`config.mk`:
```
export PLATFORM = sky130hd
export DESIGN_NAME = pcpi_dot4_unit
export DESIGN_NICKNAME = d
export VERILOG_FILES = /design/src/rtl/pcpi_dot4_unit.sv
export SDC_FILE = /design/constraint.sdc
export NUM_CORES = 1
export LEC_CHECK = 0
export BUFFER_PORTS_ARGS = -buffer_cell sky130_fd_sc_hd__clkbuf_2
export CORE_MARGIN = 2
export CORE_UTILIZATION = 40
export CTS_CLUSTER_SIZE = 30
export DETAILED_ROUTE_END_ITERATION = 8
export PLACE_DENSITY_LB_ADDON = 0.05
export SLEW_MARGIN = 20
export SYNTH_ARGS = -nofsm -noshare
export SYNTH_HDL_FRONTEND = slang
export SYNTH_SLANG_ARGS = --single-unit
```
`constraint.sdc`:
```
create_clock -name clk -period 7.2 [get_ports clk]
set_input_delay 1.08 -clock clk [delete_from_list [all_inputs] [get_ports clk]]
set_output_delay 1.08 -clock clk [all_outputs]
set_load 0.005 [all_outputs]
```
`src/rtl/pcpi_dot4_unit.sv`:
```
// PCPI coprocessor: 4-lane unsigned 8-bit dot product, one lane per cycle; ready 5 cycles after accept (ACCCLR: 1).
// Host holds pcpi_valid until pcpi_ready; dropping it mid-run aborts. Optional accumulator under PCPI_DOT4_ACC_EN.
module pcpi_dot4_unit (
    input  logic        clk,
    input  logic        rst_n,
    input  logic        pcpi_valid,
    input  logic [31:0] pcpi_insn,
    input  logic [31:0] pcpi_rs1,
    input  logic [31:0] pcpi_rs2,
    output logic        pcpi_wr,
    output logic [31:0] pcpi_rd,
    output logic        pcpi_wait,
    output logic        pcpi_ready
);

    typedef enum logic [1:0] {S_IDLE, S_RUN, S_DONE} state_t;

    state_t      r_state;
    logic [31:0] r_a;
    logic [31:0] r_b;
    logic [17:0] r_sum;
    logic [1:0]  r_lane;
    logic        r_wait;
    logic        r_ready;
    logic        r_wr;
    logic [31:0] r_rd;

    logic        w_base;
    logic        w_is_dotp;
    logic        w_match;
    logic [15:0] w_prod;
    logic [17:0] w_sum_next;
    logic [31:0] w_dot32;

    assign w_base    = (pcpi_insn[6:0] == 7'b0001011) && (pcpi_insn[31:25] == 7'b0000001);
    assign w_is_dotp = w_base && (pcpi_insn[14:12] == 3'b000);

`ifdef PCPI_DOT4_ACC_EN
    logic [31:0] r_acc;
    logic        r_accum;
    logic        w_is_dotpa;
    logic        w_is_clr;
    logic [31:0] w_acc_next;

    assign w_is_dotpa = w_base && (pcpi_insn[14:12] == 3'b001);
    assign w_is_clr   = w_base && (pcpi_insn[14:12] == 3'b010);
    assign w_match    = w_is_dotp || w_is_dotpa || w_is_clr;
    assign w_acc_next = r_acc + w_dot32;
`else
    assign w_match    = w_is_dotp;
`endif

    // Operands shift right one lane per step, so lane i is always in the low byte.
    assign w_prod     = r_a[7:0] * r_b[7:0];
    assign w_sum_next = r_sum + {2'b00, w_prod};
    assign w_dot32    = {14'b0, w_sum_next};

    always_ff @(posedge clk) begin
        if (!rst_n) begin
            r_state <= S_IDLE;
            r_a     <= '0;
            r_b     <= '0;
            r_sum   <= '0;
            r_lane  <= '0;
            r_wait  <= 1'b0;
            r_ready <= 1'b0;
            r_wr    <= 1'b0;
            r_rd    <= '0;
`ifdef PCPI_DOT4_ACC_EN
            r_acc   <= '0;
            r_accum <= 1'b0;
`endif
        end else begin
            case (r_state)
                S_IDLE: begin
                    if (pcpi_valid && w_match) begin
`ifdef PCPI_DOT4_ACC_EN
                        if (w_is_clr) begin
                            r_acc   <= '0;
                            r_rd    <= '0;
                            r_ready <= 1'b1;
                            r_wr    <= 1'b1;
                            r_state <= S_DONE;
                        end else
`endif
                        begin
                            r_a     <= pcpi_rs1;
                            r_b     <= pcpi_rs2;
                            r_sum   <= '0;
                            r_lane  <= '0;
                            r_wait  <= 1'b1;
                            r_state <= S_RUN;
`ifdef PCPI_DOT4_ACC_EN
                            r_accum <= w_is_dotpa;
`endif
                        end
                    end
                end
                S_RUN: begin
                    if (!pcpi_valid) begin
                        r_wait  <= 1'b0;
                        r_state <= S_IDLE;
                    end else begin
                        r_sum  <= w_sum_next;
                        r_a    <= r_a >> 8;
                        r_b    <= r_b >> 8;
                        r_lane <= r_lane + 2'd1;
                        if (r_lane == 2'd3) begin
                            r_wait  <= 1'b0;
                            r_ready <= 1'b1;
                            r_wr    <= 1'b1;
                            r_state <= S_DONE;
`ifdef PCPI_DOT4_ACC_EN
                            if (r_accum) begin
                                r_acc <= w_acc_next;
                                r_rd  <= w_acc_next;
                            end else begin
                                r_rd  <= w_dot32;
                            end
`else
                            r_rd <= w_dot32;
`endif
                        end
                    end
                end
                S_DONE: begin
                    // Leaving DONE never accepts, even with pcpi_valid still high.
                    r_ready <= 1'b0;
                    r_wr    <= 1'b0;
                    r_rd    <= '0;
                    r_state <= S_IDLE;
                end
                default: begin
                    r_state <= S_IDLE;
                end
            endcase
        end
    end

    assign pcpi_wait  = r_wait;
    assign pcpi_ready = r_ready;
    assign pcpi_wr    = r_wr;
    assign pcpi_rd    = r_rd;

endmodule

```
==> results.yml, run 1 <==
worst_setup_path:
  required_ns: 7.44
  crit_path_cell_trace: "nand2_1 > fa_1 > fa_1 > inv_1 > fa_1 > inv_1 > fa_1 > inv_1 > ha_1 > a21o_1 > a31o_2 > o21ai_1 > nand3b_1 > mux2i_1 > or3_1"
  cpMostUsedCell: "fa_1"
  reg2reg_to: "r_sum[14]$_SDFFE_PN0P_"
  reg2regPathDepth: 15
  r2r_slack_ns: 2.52
  timing.critical_path.fanout_max: 9
  cp-start-kind: "register"
  cp-end-kind: "register"
  critPathLaunch: "r_a[1]$_SDFFE_PN0P_"
  crit_slowest_cell: "dfxtp_1"
  path_class: "register to register"
  rr_startpoint: "r_a[1]$_SDFFE_PN0P_"
  crit_arrival_ns: 4.92
  max_stage_delay_ns: 0.58
cts:
  cts_buffers: 9
  htreeDepth: 3
  cts_resized: 0
  cts_tree: "built"
  cts-root-buf: "clkbuf_16"
  cts_setup_buffers: 0
  cts_hold_buf: 0
  numClockSinks: 106
  clock_latency_ns: 0.36
  clk_pin_slew_ns: 0.09
  cts_buffer_depth: 2
synth:
  synth-seq-cells: 106
  ys_warn_count: 0
  seq_area_frac_synth: 0.298
  syn_avg_cell_area_um2: 8.36
  synthTopCellsByArea: "dfxtp_1 30%, fa_1 14%, nand2_1 8.8%, ha_1 7.2%, a311oi_1 5.9%"
  synth_area_leader_cell: "dfxtp_1"
  syn_inst: 851
  synth_flop_cell: "dfxtp_1"
  yosysUniqueCellTypes: 61
  synth_top_area_frac: 0.298
  synth_edf_count: 0
  syn_area_um2: 7120
  synth_async_sr_flop_share: 0
place:
  port_buffers: 104
  dp_hpwl_um: 13700
  place.gp.congestion: 0.839
  placed_area_um2: 7640
timing:
  finalSetupViolations: 0
  fin_tns_setup_ns: 0
  skew_ns: 0.00970
  fmax_mhz: 214
  tightest_slew_ns: 1.08
  drv_slew: 0
  slew_headroom: 0.277
  fin_crit_ns: 4.68
  final_hold_viol_count: 0
  rsz0062_at_grt: "false"
  finalCritPeriodShare: 0.649
final_layout:
  stdcell_area_um2: 7950
  drive_above_1_share: 0.152
  area_growth_pct: 11.7
  layout_common_cells: "167 x nand2_1, 106 x dfxtp_1, 104 x clkbuf_2"
  mostFrequentLayoutCell: "nand2_1"
  nets: 1110
  n_antenna_cell: 0
route:
  drtIter0Drc: 249
  routedWlPerCell_um: 16.1
  firstDrtPassIters: 4
  ant_nets: 0
  via_per_inst: 5.20
  routed-via-count: 5978
  drcViolationCount: 0
  routed_wl_um: 18600
run_status:
  status: "finished, final reports clean"
global_routing:
  grt_overflow_total: 0
  grt_max_degree: 106
  grt_use_total: 0.202
  grt_pass1_wl_um: 29300
  antenna_found_initial: 0
  grt_pass1_vias: 5859
hold_path:
  holdPathEnd: "pcpi_rd[8]$_SDFFE_PN0P_"
  hold_class: "register to register"
  hp-start: "pcpi_rd[8]$_SDFFE_PN0P_"
  hold_depth: 2
flow_run:
  max-cap-violations: 0
pwr:
  power.static_leakage_uw: 0.00365
  p_per_area_nw_per_um2: 144
  peakVddDrop_v: 0.000129
floorplanning:
  die_w_um: 137
  core_area_um2: 17400
  initial_core_util: 0.410
  dieArea_um2: 18900
  die_h_um: 137
  ios: 134
  core.rowCount: 48
## layer usage
layer | up-vias | track usage | routed length [µm]
met5 | - | 0 | 0
met4 | 0 | 0.0344 | 134
met3 | 7 | 0.0412 | 811
met2 | 113 | 0.346 | 9060
met1 | 2931 | 0.267 | 8540
li1 | 2927 | - | -
## worst max path at each step
stage | endpoint | slack, ns | cells past startpoint
floorplan | r_sum[14]$_SDFFE_PN0P_ | 2.79 | 16
global placement | r_sum[14]$_SDFFE_PN0P_ | 2.53 | 15
detailed placement | r_sum[14]$_SDFFE_PN0P_ | 2.50 | 15
CTS | r_sum[14]$_SDFFE_PN0P_ | 2.49 | 15
global route | pcpi_rd[10]$_SDFFE_PN0P_ | 2.23 | 15
finish | r_sum[14]$_SDFFE_PN0P_ | 2.52 | 15
## sequential cells by signal, summed over array words and instances, names as in the netlist
name and cells:
r_b 32, r_lane 2, r_a 32, r_state 2, pcpi_wr 1, r_sum 18, pcpi_rd 18, pcpi_wait 1
## cell type report
class	instances	area (µm²)
Clock buffer	9	225
Timing Repair Buffer	108	551
Sequential cell	106	2120
Tap cell	225	282
Inverter	97	364
Fill cell	1803	9410
Multi-Input combinational cell	598	4320
Clock inverter	7	80.1
## cells in the mapped netlist (3+ instances only)
master / number
nand2_1: 167
o21ai_1: 5
nor2b_1: 4
and3_1: 5
buf_6: 4
a22o_1: 10
ha_1: 41
clkbuf_1: 28
nand3_1: 30
xnor2_1: 8
o21a_1: 3
mux2i_1: 4
inv_1: 96
nand2_2: 4
nor2_1: 59
nor3_1: 4
fa_1: 50
buf_2: 8
o21ai_0: 9
nand2b_1: 4
a21oi_1: 37
buf_4: 21
nand4_1: 3
a311oi_1: 48
dfxtp_1: 106
and2_1: 38
a21o_1: 9
or3_1: 4
## critical path, delay by kind of cell (launching register included)
| kind | cells | cell delay (ns) |
|---|---|---|
| buffers and inverters | 3 | 0.14 |
| multiplexers | 1 | 0.14 |
| AO/OA/AOI/OAI | 3 | 0.65 |
| flip-flops | 1 | 0.58 |
| AND/OR/NAND/NOR | 3 | 0.68 |
| adder cells (fa/ha/maj) | 5 | 2.35 |
## cells by family after synthesis
family / count (synthesis) / share of synthesized area
buf+inv: 160 / 0.101
other cells: 1 / 0.000527
mux: 4 / 0.00563
xor+xnor: 10 / 0.0123
flops: 106 / 0.298
fa+ha+maj: 91 / 0.213
compound gates: 141 / 0.144
simple gates: 338 / 0.226
## per-stage QoR
step / setup WS, ns / std cells / utilization / power, µW / hold WS [ns]
after detailed placement: 2.50 / 1134 / 0.440 / 647 / 0.442
after global routing: 2.23 / 1150 / 0.458 / 1190 / 0.479
after floorplan: 2.79 / 864 / - / 622 / 0.432
after CTS: 2.49 / 1150 / 0.458 / 1160 / 0.461
final: 2.52 / 1150 / 0.458 / 1150 / 0.456
after global placement: 2.53 / 1134 / 0.440 / 647 / 0.440
## power breakdown
part	internal [µW]	switching, µW
Combinational	20.5	26.9
Clock	249	265
Sequential	586	0.00380
Total	855	292
Power figures use the tool's default switching activity.
==> run 2, diff against run 1 <==
Clock period 7.2 ns to 4.8 ns, I/O delays scaled along.
==> results.yml, run 2 (synthesized netlist as in run 1, its figures left out) <==
run_status:
  status: "finished, final reports clean"
route:
  ant_nets: 0
  routed_wl_um: 18700
  routedWlPerCell_um: 16.0
  routed-via-count: 6004
  drtIter0Drc: 311
  via_per_inst: 5.14
  firstDrtPassIters: 5
  drcViolationCount: 0
final_layout:
  nets: 1128
  n_antenna_cell: 0
  ff_latch_area_um2: 2120
  multiInputGateArea_um2: 4320
  layout_common_cells: "167 x nand2_1, 106 x dfxtp_1, 104 x clkbuf_2"
  mostFrequentLayoutCell: "nand2_1"
  reg.largest.list: "r_a x32, r_b x32"
  area_growth_pct: 13.6
  drive_above_1_share: 0.166
  fill_cells: 1772
  stdcell_area_um2: 8080
global_routing:
  grt_pass1_wl_um: 30100
  grt_use_total: 0.207
  gr-usage-met2: 0.343
  grt_pass1_vias: 5978
  grt_overflow_total: 0
  grt_util_met3: 0.0338
  use_met1: 0.278
  grt_max_degree: 59
  antenna_found_initial: 0
  busiest_layer: "met2"
timing:
  fmax_mhz: 220
  slew_headroom: 0.350
  skew_ns: 0.00757
  drv_slew: 0
  finalCritPeriodShare: 0.948
  fin_crit_ns: 4.55
  final_hold_viol_count: 0
  rsz0062_at_grt: "false"
  fin_tns_setup_ns: 0
  tightest_slew_ns: 0.975
  finalSetupViolations: 0
cts:
  htreeDepth: 3
  cts_buffers: 9
  cts_buffer_depth: 2
  cts_hold_buf: 0
  cts_setup_buffers: 0
  clk_pin_slew_ns: 0.07
  cts_tree: "built"
  clock_latency_ns: 0.35
  cts_resized: 0
  numClockSinks: 106
  cts-root-buf: "clkbuf_16"
worst_setup_path:
  cpMostUsedCell: "fa_1"
  crit_slowest_cell: "fa_1"
  cp-start-kind: "register"
  required_ns: 5.04
  crit_path_cell_trace: "buf_4 > nand2_1 > fa_1 > inv_1 > fa_1 > fa_1 > inv_1 > fa_1 > inv_1 > ha_1 > and3_1 > and3_1 > o21ai_1 > nand3b_1 > mux2i_1 > or3_1"
  path_delay_family: "adder cells"
  cp-end-kind: "register"
  crit_arrival_ns: 4.79
  timing.critical_path.fanout_max: 6
  cp.depth: 16
  timing.critical_path.buf_inv: 4
  reg2regPathDepth: 16
  path_class: "register to register"
  max_stage_delay_ns: 0.52
pwr:
  p_per_area_nw_per_um2: 213
  power.static_leakage_uw: 0.00374
  peakVddDrop_v: 0.000172
floorplanning:
  initial_core_util: 0.410
  core.rowCount: 48
  dieArea_um2: 18900
  ios: 134
  die_h_um: 137
  die_w_um: 137
  core_area_um2: 17400
place:
  port_buffers: 104
  placed_area_um2: 7790
  dp_hpwl_um: 14400
  place.gp.congestion: 0.875
hold_path:
  hold_depth: 2
  hold_class: "register to register"
flow_run:
  max-cap-violations: 0
run 2: cell types whose count changed in the layout (fill, tap and decap cells not counted), sizes merged:
cell / previous run / this run
buf: 4 / 22
bufinv: 0 / 1
clkbuf: 113 / 115
clkinv: 2 / 1
inv: 101 / 99
run 2: per-layer routing:
layer | share of wire | vias to the layer above
met5 | 0 | -
met4 | 0.016 | 0
met3 | 0.042 | 17
met2 | 0.48 | 145
met1 | 0.46 | 2872
li1 | - | 2970
run 2: worst paths after layout:
kind	startpoint	endpoint	slack [ns]
max reg2reg	r_a[6]$_SDFFE_PN0P_	r_sum[14]$_SDFFE_PN0P_	0.25
max	r_a[6]$_SDFFE_PN0P_	r_sum[14]$_SDFFE_PN0P_	0.25
min	pcpi_rd[17]$_SDFFE_PN0P_	pcpi_rd[17]$_SDFFE_PN0P_	0.45
min reg2reg	pcpi_rd[17]$_SDFFE_PN0P_	pcpi_rd[17]$_SDFFE_PN0P_	0.45
run 2: area by class of cell:
type	count	share of cell area
tap	225	0.0348
sequential	106	0.262
multi-input combinational	598	0.535
timing repair buffer	126	0.0864
clock inverter	5	0.00774
clock buffer	11	0.0288
inverter	97	0.0450
run 2: through the flow:
step | util | power (µW) | hold slack, ns | cells | setup slack, ns
global route | 0.466 | 1780 | 0.476 | 1168 | 0.00944
finish | 0.466 | 1720 | 0.454 | 1168 | 0.252
global placement | 0.449 | 970 | 0.438 | 1152 | 0.308
detailed placement | 0.449 | 971 | 0.442 | 1152 | 0.276
CTS | 0.466 | 1740 | 0.456 | 1168 | 0.252
floorplan | - | 934 | 0.432 | 864 | 0.393
run 2: where the power goes:
group          switching (µW)  internal [µW]  total [µW]
Sequential            0.00420            878         878
Combinational            40.3           30.8        71.1
Clock                     359            411         770
Total                     399           1320        1720
run 2: tightest hold or removal path, stage by stage (launching register included):
cell     delay, ns
dfxtp_1       0.31
nand2_1       0.05
o21ai_1       0.05
==> run 3, diff against run 2 <==
Settings changed: CORE_UTILIZATION 40 to 58, CTS_BUF_LIST set to sky130_fd_sc_hd__clkbuf_4 sky130_fd_sc_hd__clkbuf_8.
==> results.yml, run 3 (synthesized netlist as in run 1, its figures left out) <==
run_status:
  status: "finished, final reports clean"
worst_setup_path:
  max_stage_delay_ns: 0.54
  reg2reg_to: "r_sum[14]$_SDFFE_PN0P_"
  timing.critical_path.fanout_max: 9
  path_delay_family: "adder cells"
  rr_startpoint: "r_b[4]$_SDFFE_PN0P_"
  cp.depth: 15
  timing.critical_path.buf_inv: 3
  crit_end: "r_sum[14]$_SDFFE_PN0P_"
  reg2regPathDepth: 15
  cpMostUsedCell: "fa_1"
  crit_slowest_cell: "fa_1"
  cp-start-kind: "register"
  required_ns: 5.08
  path_class: "register to register"
  r2r_slack_ns: 0.23
  cp-end-kind: "register"
  critPathLaunch: "r_b[4]$_SDFFE_PN0P_"
  crit_path_cell_trace: "nand2_1 > fa_1 > fa_1 > inv_1 > fa_1 > inv_1 > fa_1 > inv_1 > ha_1 > a21o_1 > a31o_2 > o21ai_2 > nand3b_1 > mux2i_1 > or3_1"
  crit_arrival_ns: 4.85
floorplanning:
  die_w_um: 115
  ios: 134
  core.rowCount: 40
  dieArea_um2: 13200
  core_area_um2: 12000
  die_h_um: 115
  initial_core_util: 0.593
hold_path:
  hold_class: "register to register"
  hold_depth: 2
timing:
  fmax_mhz: 219
  slew_headroom: 0.463
  tightest_slew_ns: 0.805
  finalCritPeriodShare: 0.951
  final_hold_viol_count: 0
  finalSetupViolations: 0
  drv_slew: 0
  fin_tns_setup_ns: 0
  fin_crit_ns: 4.57
  skew_ns: 0.0143
  finalWorstSetupSlack_ns: 0.233
  rsz0062_at_grt: "false"
cts:
  cts_hold_buf: 0
  htreeDepth: 3
  numClockSinks: 106
  clock_latency_ns: 0.40
  cts_resized: 0
  cts_buffers: 9
  clk_pin_slew_ns: 0.10
  cts_tree: "built"
  cts_buffer_depth: 2
  cts_setup_buffers: 0
  cts-root-buf: "clkbuf_8"
route:
  firstDrtPassIters: 5
  ant_nets: 0
  via_per_inst: 5.57
  drtIter0Drc: 349
  drcViolationCount: 0
  routedWlPerCell_um: 15.4
  routed-via-count: 6025
  routed_wl_um: 16600
flow_run:
  max-cap-violations: 0
final_layout:
  drive_above_1_share: 0.165
  ff_latch_area_um2: 2130
  reg.largest.list: "r_a x32, r_b x32"
  mostFrequentLayoutCell: "nand2_1"
  nets: 1121
  layout_common_cells: "167 x nand2_1, 104 x clkbuf_2, 103 x dfxtp_1"
  fill_cells: 1082
  n_antenna_cell: 0
  area_growth_pct: 9.72
  multiInputGateArea_um2: 4330
pwr:
  power_uw: 1460
  power.static_leakage_uw: 0.00365
  p_per_area_nw_per_um2: 187
  peakVddDrop_v: 0.000138
place:
  port_buffers: 104
  dp_hpwl_um: 12600
  place.gp.congestion: 0.913
  place_ws_ns: 0.120
global_routing:
  antenna_found_initial: 0
  grt_pass1_wl_um: 26600
  grt_pass1_vias: 5509
  grt_max_degree: 98
  grt_overflow_total: 0
  grt_use_total: 0.257
## run 3: cell types whose count changed in the layout (fill, tap and decap cells not counted), sizes merged
cell | before | now
inv | 99 | 100
buf | 22 | 15
clkbuf | 115 | 113
bufinv | 1 | 0
## run 3: worst min path at each step
stage	from	end	slack (ns)
after floorplan	r_sum[1]$_SDFFE_PN0P_	r_sum[1]$_SDFFE_PN0P_	0.43
after global placement	pcpi_rd[17]$_SDFFE_PN0P_	pcpi_rd[17]$_SDFFE_PN0P_	0.44
after detailed placement	pcpi_rd[15]$_SDFFE_PN0P_	pcpi_rd[15]$_SDFFE_PN0P_	0.45
after CTS	pcpi_rd[15]$_SDFFE_PN0P_	pcpi_rd[15]$_SDFFE_PN0P_	0.46
after global routing	pcpi_rd[15]$_SDFFE_PN0P_	pcpi_rd[15]$_SDFFE_PN0P_	0.49
final	r_sum[6]$_SDFFE_PN0P_	r_sum[6]$_SDFFE_PN0P_	0.46
## run 3: tightest hold or removal path: stages, from the launching register on
cell	delay [ns]
dfxtp_1	0.32
nand2_1	0.05
a21oi_1	0.05
## run 3: layout make-up
class,count,share of cell area
clock buffers,9,0.0159
repair buffers,119,0.0827
flip-flops and latches,106,0.272
well taps,147,0.0236
clock inverters,5,0.00497
inverters,97,0.0466
multi-input cells,598,0.554
## run 3: power by group
| group | internal (µW) | total, µW | switching, µW |
|---|---|---|---|
| clock | 188 | 512 | 324 |
| sequential | 879 | 879 | 0.00446 |
| combinational | 30.8 | 69.5 | 38.7 |
| total | 1100 | 1460 | 363 |
## run 3: routing by layer
metal  vias up  track usage  share of wire  wire (µm)
met5         -            0              0          0
met4         0       0.0819          0.016        269
met3        18       0.0385          0.047        785
met2       163        0.406           0.47       7840
met1      2902        0.365           0.46       7710
li1       2942            -              -          -
## run 3: through the flow
stage / hold slack (ns) / util / area (µm²) / std cells
finish: 0.462 / 0.650 / 7810 / 1081
global route: 0.489 / 0.650 / 7810 / 1081
global placement: 0.440 / 0.636 / 7640 / 1067
floorplan: 0.432 / - / 7170 / 864
CTS: 0.460 / 0.649 / 7800 / 1081
detailed placement: 0.446 / 0.636 / 7640 / 1067
